**src/rtl/ipm2t_hssthp_refclk_mon_pkg.sv**
```systemverilog
// Shared state encoding and width helper for the HSSTHP refclk monitor.
package ipm2t_hssthp_refclk_mon_pkg;

  localparam logic [1:0] ST_PD     = 2'd0;
  localparam logic [1:0] ST_SETTLE = 2'd1;
  localparam logic [1:0] ST_MEAS   = 2'd2;
  localparam logic [1:0] ST_OK     = 2'd3;

  // Width able to hold 0..win_cycles inclusive.
  function automatic int cw_width(input int win_cycles);
    return $clog2(win_cycles + 1);
  endfunction

endpackage

```
**src/rtl/ipm2t_hssthp_tgl_edge_sync_v1_0.sv**
```systemverilog
// Brings the refclk-domain divided toggle into the free clock domain and
// flags every level change (rise or fall) as a single-cycle edge.
module ipm2t_hssthp_tgl_edge_sync_v1_0 (
  input  logic clk,
  input  logic srst,
  input  logic tgl_async,
  output logic tgl_edge
);

  logic sync1_reg;
  logic sync2_reg;
  logic dly_reg;

  always_ff @(posedge clk) begin
    if (srst) begin
      sync1_reg <= 1'b0;
      sync2_reg <= 1'b0;
      dly_reg   <= 1'b0;
    end else begin
      sync1_reg <= tgl_async;
      sync2_reg <= sync1_reg;
      dly_reg   <= sync2_reg;
    end
  end

  assign tgl_edge = sync2_reg ^ dly_reg;

endmodule

```
**src/rtl/ipm2t_hssthp_refclk_monitor_v1_0.sv**
```systemverilog
// Fabric-side HSSTHP refclk buffer controller: sequences COM_POWERDOWN and
// qualifies the refclk by counting divided toggle edges over fixed windows.
module ipm2t_hssthp_refclk_monitor_v1_0
  import ipm2t_hssthp_refclk_mon_pkg::*;
#(
  parameter int PD_CYCLES     = 1024,
  parameter int SETTLE_CYCLES = 4096,
  parameter int WIN_CYCLES    = 16384,
  parameter int EXP_TGL       = 400,
  parameter int TOL           = 8,
  parameter int FAIL_LIMIT    = 3,
  localparam int CW           = cw_width(WIN_CYCLES)
) (
  input  logic          i_free_clk,
  input  logic          i_rst,
  input  logic          i_refclk_tgl,
  input  logic          i_pd_req,
  output logic          o_com_powerdown,
  output logic          o_refclk_ok,
  output logic          o_refclk_lost,
  output logic [CW-1:0] o_tgl_cnt,
  output logic [1:0]    o_state,
  output logic [7:0]    o_retry_cnt
);

  localparam int TMAX = (PD_CYCLES > SETTLE_CYCLES) ? PD_CYCLES : SETTLE_CYCLES;
  localparam int TW   = $clog2(TMAX + 1);
  localparam int BW   = $clog2(FAIL_LIMIT + 1);
  localparam int LO   = EXP_TGL - TOL;
  localparam int HI   = EXP_TGL + TOL;

  localparam logic [TW-1:0] PD_LAST     = TW'(PD_CYCLES - 1);
  localparam logic [TW-1:0] SETTLE_LAST = TW'(SETTLE_CYCLES - 1);
  localparam logic [CW-1:0] WIN_LAST    = CW'(WIN_CYCLES - 1);
  localparam logic [BW-1:0] BAD_LIMIT   = BW'(FAIL_LIMIT);

  logic [1:0]    state_reg, state_next;
  logic [TW-1:0] timer_reg, timer_next;
  logic [CW-1:0] win_reg, win_next;
  logic [CW-1:0] edge_cnt_reg, edge_cnt_next;
  logic [BW-1:0] bad_reg, bad_next;
  logic [CW-1:0] tgl_cnt_reg, tgl_cnt_next;
  logic          ok_reg, ok_next;
  logic          lost_reg, lost_next;
  logic          pd_reg;
  logic [7:0]    retry_reg, retry_next;

  logic          tgl_edge;
  logic [CW-1:0] final_cnt;
  logic [BW-1:0] bad_inc;
  logic          win_last;
  logic          in_range;

  ipm2t_hssthp_tgl_edge_sync_v1_0 u_edge_sync (
    .clk       (i_free_clk),
    .srst      (i_rst),
    .tgl_async (i_refclk_tgl),
    .tgl_edge  (tgl_edge)
  );

  // Running count including this cycle's edge; this is the window result on the last cycle.
  always_comb begin
    final_cnt = (edge_cnt_reg == '1) ? edge_cnt_reg : edge_cnt_reg + CW'(tgl_edge);
    win_last  = (win_reg == WIN_LAST);
    in_range  = (int'(final_cnt) >= LO) && (int'(final_cnt) <= HI);
    bad_inc   = bad_reg + BW'(1);
  end

  always_comb begin
    state_next    = state_reg;
    timer_next    = timer_reg;
    win_next      = win_reg;
    edge_cnt_next = edge_cnt_reg;
    bad_next      = bad_reg;
    tgl_cnt_next  = tgl_cnt_reg;
    ok_next       = ok_reg;
    lost_next     = 1'b0;
    retry_next    = retry_reg;
    case (state_reg)
      ST_PD: begin
        ok_next       = 1'b0;
        win_next      = '0;
        edge_cnt_next = '0;
        if (i_pd_req) begin
          timer_next = '0;
        end else if (timer_reg == PD_LAST) begin
          state_next = ST_SETTLE;
          timer_next = '0;
        end else begin
          timer_next = timer_reg + TW'(1);
        end
      end
      ST_SETTLE: begin
        win_next      = '0;
        edge_cnt_next = '0;
        if (i_pd_req) begin
          state_next = ST_PD;
          timer_next = '0;
          ok_next    = 1'b0;
          bad_next   = '0;
        end else if (timer_reg == SETTLE_LAST) begin
          state_next = ST_MEAS;
          timer_next = '0;
        end else begin
          timer_next = timer_reg + TW'(1);
        end
      end
      default: begin
        if (i_pd_req) begin
          // User power-down discards the window silently.
          state_next    = ST_PD;
          timer_next    = '0;
          ok_next       = 1'b0;
          bad_next      = '0;
          win_next      = '0;
          edge_cnt_next = '0;
        end else if (!win_last) begin
          win_next      = win_reg + CW'(1);
          edge_cnt_next = final_cnt;
        end else begin
          win_next      = '0;
          edge_cnt_next = '0;
          tgl_cnt_next  = final_cnt;
          if (in_range) begin
            state_next = ST_OK;
            ok_next    = 1'b1;
            bad_next   = '0;
          end else if (state_reg == ST_OK) begin
            state_next = ST_MEAS;
            ok_next    = 1'b0;
            lost_next  = 1'b1;
            bad_next   = BW'(1);
          end else if (bad_inc >= BAD_LIMIT) begin
            state_next = ST_PD;
            timer_next = '0;
            bad_next   = '0;
            retry_next = (retry_reg == 8'hFF) ? retry_reg : retry_reg + 8'd1;
          end else begin
            bad_next = bad_inc;
          end
        end
      end
    endcase
  end

  always_ff @(posedge i_free_clk) begin
    if (i_rst) begin
      state_reg    <= ST_PD;
      timer_reg    <= '0;
      win_reg      <= '0;
      edge_cnt_reg <= '0;
      bad_reg      <= '0;
      tgl_cnt_reg  <= '0;
      ok_reg       <= 1'b0;
      lost_reg     <= 1'b0;
      pd_reg       <= 1'b1;
      retry_reg    <= '0;
    end else begin
      state_reg    <= state_next;
      timer_reg    <= timer_next;
      win_reg      <= win_next;
      edge_cnt_reg <= edge_cnt_next;
      bad_reg      <= bad_next;
      tgl_cnt_reg  <= tgl_cnt_next;
      ok_reg       <= ok_next;
      lost_reg     <= lost_next;
      pd_reg       <= (state_next == ST_PD);
      retry_reg    <= retry_next;
    end
  end

  assign o_com_powerdown = pd_reg;
  assign o_refclk_ok     = ok_reg;
  assign o_refclk_lost   = lost_reg;
  assign o_tgl_cnt       = tgl_cnt_reg;
  assign o_state         = state_reg;
  assign o_retry_cnt     = retry_reg;

endmodule

```
**config.mk**
```make
export PLATFORM = sky130hd
export DESIGN_NAME = ipm2t_hssthp_refclk_monitor_v1_0
export DESIGN_NICKNAME = d
export VERILOG_FILES = /design/src/rtl/ipm2t_hssthp_refclk_mon_pkg.sv /design/src/rtl/ipm2t_hssthp_tgl_edge_sync_v1_0.sv /design/src/rtl/ipm2t_hssthp_refclk_monitor_v1_0.sv
export SDC_FILE = /design/constraint.sdc
export NUM_CORES = 1
export LEC_CHECK = 0
export ABC_AREA = 0
export BUFFER_PORTS_ARGS = -buffer_cell sky130_fd_sc_hd__clkbuf_2
export CORE_AREA = 2 2 89 134
export DETAILED_ROUTE_END_ITERATION = 12
export DIE_AREA = 0 0 91 136
export GPL_TIMING_DRIVEN = 0
export PLACE_DENSITY_LB_ADDON = 0.05
export SYNTH_ARGS = -nofsm -noshare
export SYNTH_HDL_FRONTEND = slang
export SYNTH_SLANG_ARGS = --single-unit
export TNS_END_PERCENT = 5
```
**constraint.sdc**
```tcl
create_clock -name i_free_clk -period 3.9 [get_ports i_free_clk]
set_clock_uncertainty 0.1 [all_clocks]
set_input_delay 0.195 -clock i_free_clk [delete_from_list [all_inputs] [get_ports i_free_clk]]
set_output_delay 0.195 -clock i_free_clk [all_outputs]
set_load 0.05 [all_outputs]
```
==> out/results.tsv <==
stage	metric	value	unit
logic_synthesis	number of enable flip-flop cells after synthesis	0	
sta	Setup TNS Final	0	ns
floorplan	floorplan die height	136	um
placed_design	GP Congestion	0.7852	
pwr	PD cells	361.9	nW/um2
global_routing	global-route met2 utilization	0.2963	
clock_network	clock tree buffer depth	2	
run_status	status	completed	
routing	Final ANT Viol Nets	0	
placed_design	Post-Place Cell Area	4300	um2
hold_path	min-delay worst type	in2reg	
logic_synthesis	dominant synthesized flop cell	dfxtp_1	
sta	Slew @ Worst Pin	1.124	ns
clock_network	CTS clk-pin slew, worst paths	0.06	ns
cells_and_area	Final Non-Filler Cells	646	
cells_and_area	final instance area	4613	um2
clock_network	Post-CTS Setup Bufs	0	
global_routing	Total GRT Usage	0.1659	
clock_network	CTS sink cnt	76	
logic_synthesis	Yosys Warn Count	0	
global_routing	number of global-route vias before repair	3287	
run	Max-Cap Viols	0	
logic_synthesis	Yosys top cell area share	0.3840	
global_routing	global-route wire length before repair	16.39	mm
sta	final hold vios	0	
worst_setup_path	critical path type	reg2reg	
cells_and_area	fraction of final layout cells sized beyond drive strength 1	0.1976	
floorplan	row count	48	
sta	Final Setup Violations	0	
routing	vias per cell	5.215	
global_routing	M3 GR Usage	0.02938	
routing	drt wl/cell	15.09	um
logic_synthesis	Synth area leader	dfxtp_1	
floorplan	I/O pins	32	
logic_synthesis	mapped cell area	3963	um2
global_routing	antenna violations before repair	0	
worst_setup_path	Slowest-stage cell, CP	a2111oi_4	
floorplan	die area	12380	um2
pwr	Pleak	0.001663	uW
worst_setup_path	CP max FO	10	
logic_synthesis	top cells by area, synth	dfxtp_1 38%, nor2_1 6.3%, nand2_1 3.4%	
global_routing	Most Crowded Layer GR	met2	
worst_setup_path	Crit path largest cell delay	0.49	ns
global_routing	met1 Use GR	0.1942	
routing	DRT iter0 DRCs	104	
clock_network	Skew-Pair Late Insertion Delay	0.34	ns
pwr	Pwr Total	1670	uW
floorplan	core footprint	11290	um2
sta	Slew Limit Fails	0	
routing	Initial DRT Pass Iterations	4	
logic_synthesis	synth unique cells	69	
worst_setup_path	crit end category	register	
routing	Remaining DRCs	0	
clock_network	CTS Buf Count	9	
sta	RSZ-0062 raised after global routing	false	
worst_setup_path	crit path cell chain	xor2_1, ha_1, nand3_2, nor4_1, mux2i_1, o21ai_0, a2111oi_4, o21ai_2, buf_6, a311oi_2	
cells_and_area	Filler Cell Count	1174	
sta	period utilisation layout	0.8870	
logic_synthesis	synthesized area per cell	8.825	um2
logic_synthesis	Synth Net Count	461	
routing	via count	3369	
sta	Peak Freq	0.2891	GHz
logic_synthesis	Post-synth ARST share	0	
clock_network	CTS tree	built	
cells_and_area	Core Util, Final	0.4086	
worst_setup_path	CP Data Arrival Time	3.60	ns
placed_design	Cells after DPL	629	
cells_and_area	Ant. Diodes	0	
global_routing	grt ovf	0	
sta	post-layout minimum cycle time	3.459	ns
clock_network	Max H-tree Level	3	
worst_setup_path	worst path bufs/invs	1	
placed_design	HPWL Detailed	7.231	mm
pwr	Max rail drop VDD	0.0002127	V
floorplan	Initial Utilization	0.3510	
cells_and_area	nets@finish	503	
logic_synthesis	sequential area share after synthesis	0.3840	
worst_setup_path	cell family with most CP delay	compound AO/OA/AOI/OAI gates	
logic_synthesis	Gate Count Post-Synth	449	
clock_network	clk root buf	clkbuf_16	
worst_setup_path	Worst EP required	4.05	ns
global_routing	largest net degree at the start of global routing	14	
sta	Rel. slew slack	0.2439	
worst_setup_path	CP Launch Type	register	
logic_synthesis	Seq cells post-synth	76	
routing	final WL	9.749	mm
cells_and_area	P&R area growth vs syn	16.42	%
floorplan	chip width	91	um
placed_design	Port Buf Inserts	30	
power by group:
part / total, uW / leakage [uW] / switching (uW) / internal (uW)
logic: 34.8 / 0.000904 / 24.5 / 10.3
clock network: 855 / 0.000146 / 339 / 516
registers: 780 / 0.000613 / 1.68 / 778
worst paths after layout:
| kind | start | end | slack [ns] | depth (start not counted) |
|---|---|---|---|---|
| setup reg to reg | u_edge_sync.sync2_reg | timer_reg[6] | 0.44 | 10 |
| hold reg to reg | u_edge_sync.sync1_reg | u_edge_sync.sync2_reg | 0.33 | 1 |
| hold / removal | i_rst | win_reg[14] | 0.21 | 3 |
| setup / recovery | u_edge_sync.sync2_reg | timer_reg[6] | 0.44 | 10 |
Yosys cell counts, drive strengths merged (6+ instances only):
cell type / n
buf: 6
nor2b: 10
clkbuf: 17
mux2: 6
a211oi: 11
inv: 12
nand3: 20
and3: 15
nand2b: 7
nand4: 9
xnor2: 14
o21ai: 16
ha: 8
nor4: 7
xor2: 8
a21oi: 25
or4: 6
nor3: 12
dfxtp: 76
nor2: 68
a311oi: 10
nand2: 36
layout by cell type, fill, tap and decap left out, drive strengths merged, types with 12 or more instances in the layout:
master  synthesis  layout
o21ai          16      16
dfxtp          76      76
xnor2          14      14
nand2          36      36
inv            12      13
a21oi          25      25
nor3           12      12
clkbuf         17      58
nor2           68      68
nand3          20      20
and3           15      15
metrics by stage:
| stage | hold WS [ns] | worst slack (ns) |
|---|---|---|
| after detailed placement | 0.3212 | 0.4101 |
| after global placement | 0.3207 | 0.4170 |
| after global routing | 0.2401 | 0.07434 |
| final | 0.2101 | 0.4406 |
| after floorplan | 0.2232 | 0.8175 |
| after CTS | 0.1998 | 0.3875 |
tightest hold or removal path, cell delays in order:
cell	delay, ns
clkbuf_2	0.12
nor4_1	0.13
o211a_1	0.15
what timing repair did:
item                                   in CTS  in global routing
hold buffers                                1                  0
gates resized for setup                     0                  0
endpoints found under the hold margin       1                  0
per-layer routing:
metal / vias to the layer above / routed length [um]
met5: - / 0
met4: 0 / 238
met3: 18 / 246
met2: 49 / 4940
met1: 1603 / 4324
li1: 1699 / -
logic make-up after synthesis:
group	share of synthesized area
AOI/OAI and AO/OA	0.1711
xor gates and xnor gates	0.04863
and+or+nand+nor	0.2990
DFF	0.3840
adders and majority gates	0.02526
muxes	0.02210
buffers and inverters	0.04989
cell type report:
type / count / area [um2] / area share
inverters: 12 / 45.04 / 0.009764
multi-input cells: 338 / 2243 / 0.4863
clock inverters: 5 / 60.06 / 0.01302
repair buffers: 31 / 160.2 / 0.03472
plain buffers: 23 / 152.6 / 0.03309
flip-flops and latches: 76 / 1521 / 0.3298
clock buffers: 11 / 242.7 / 0.05262
well taps: 150 / 187.7 / 0.04068
Note: power is estimated with default switching activity, not from simulation.
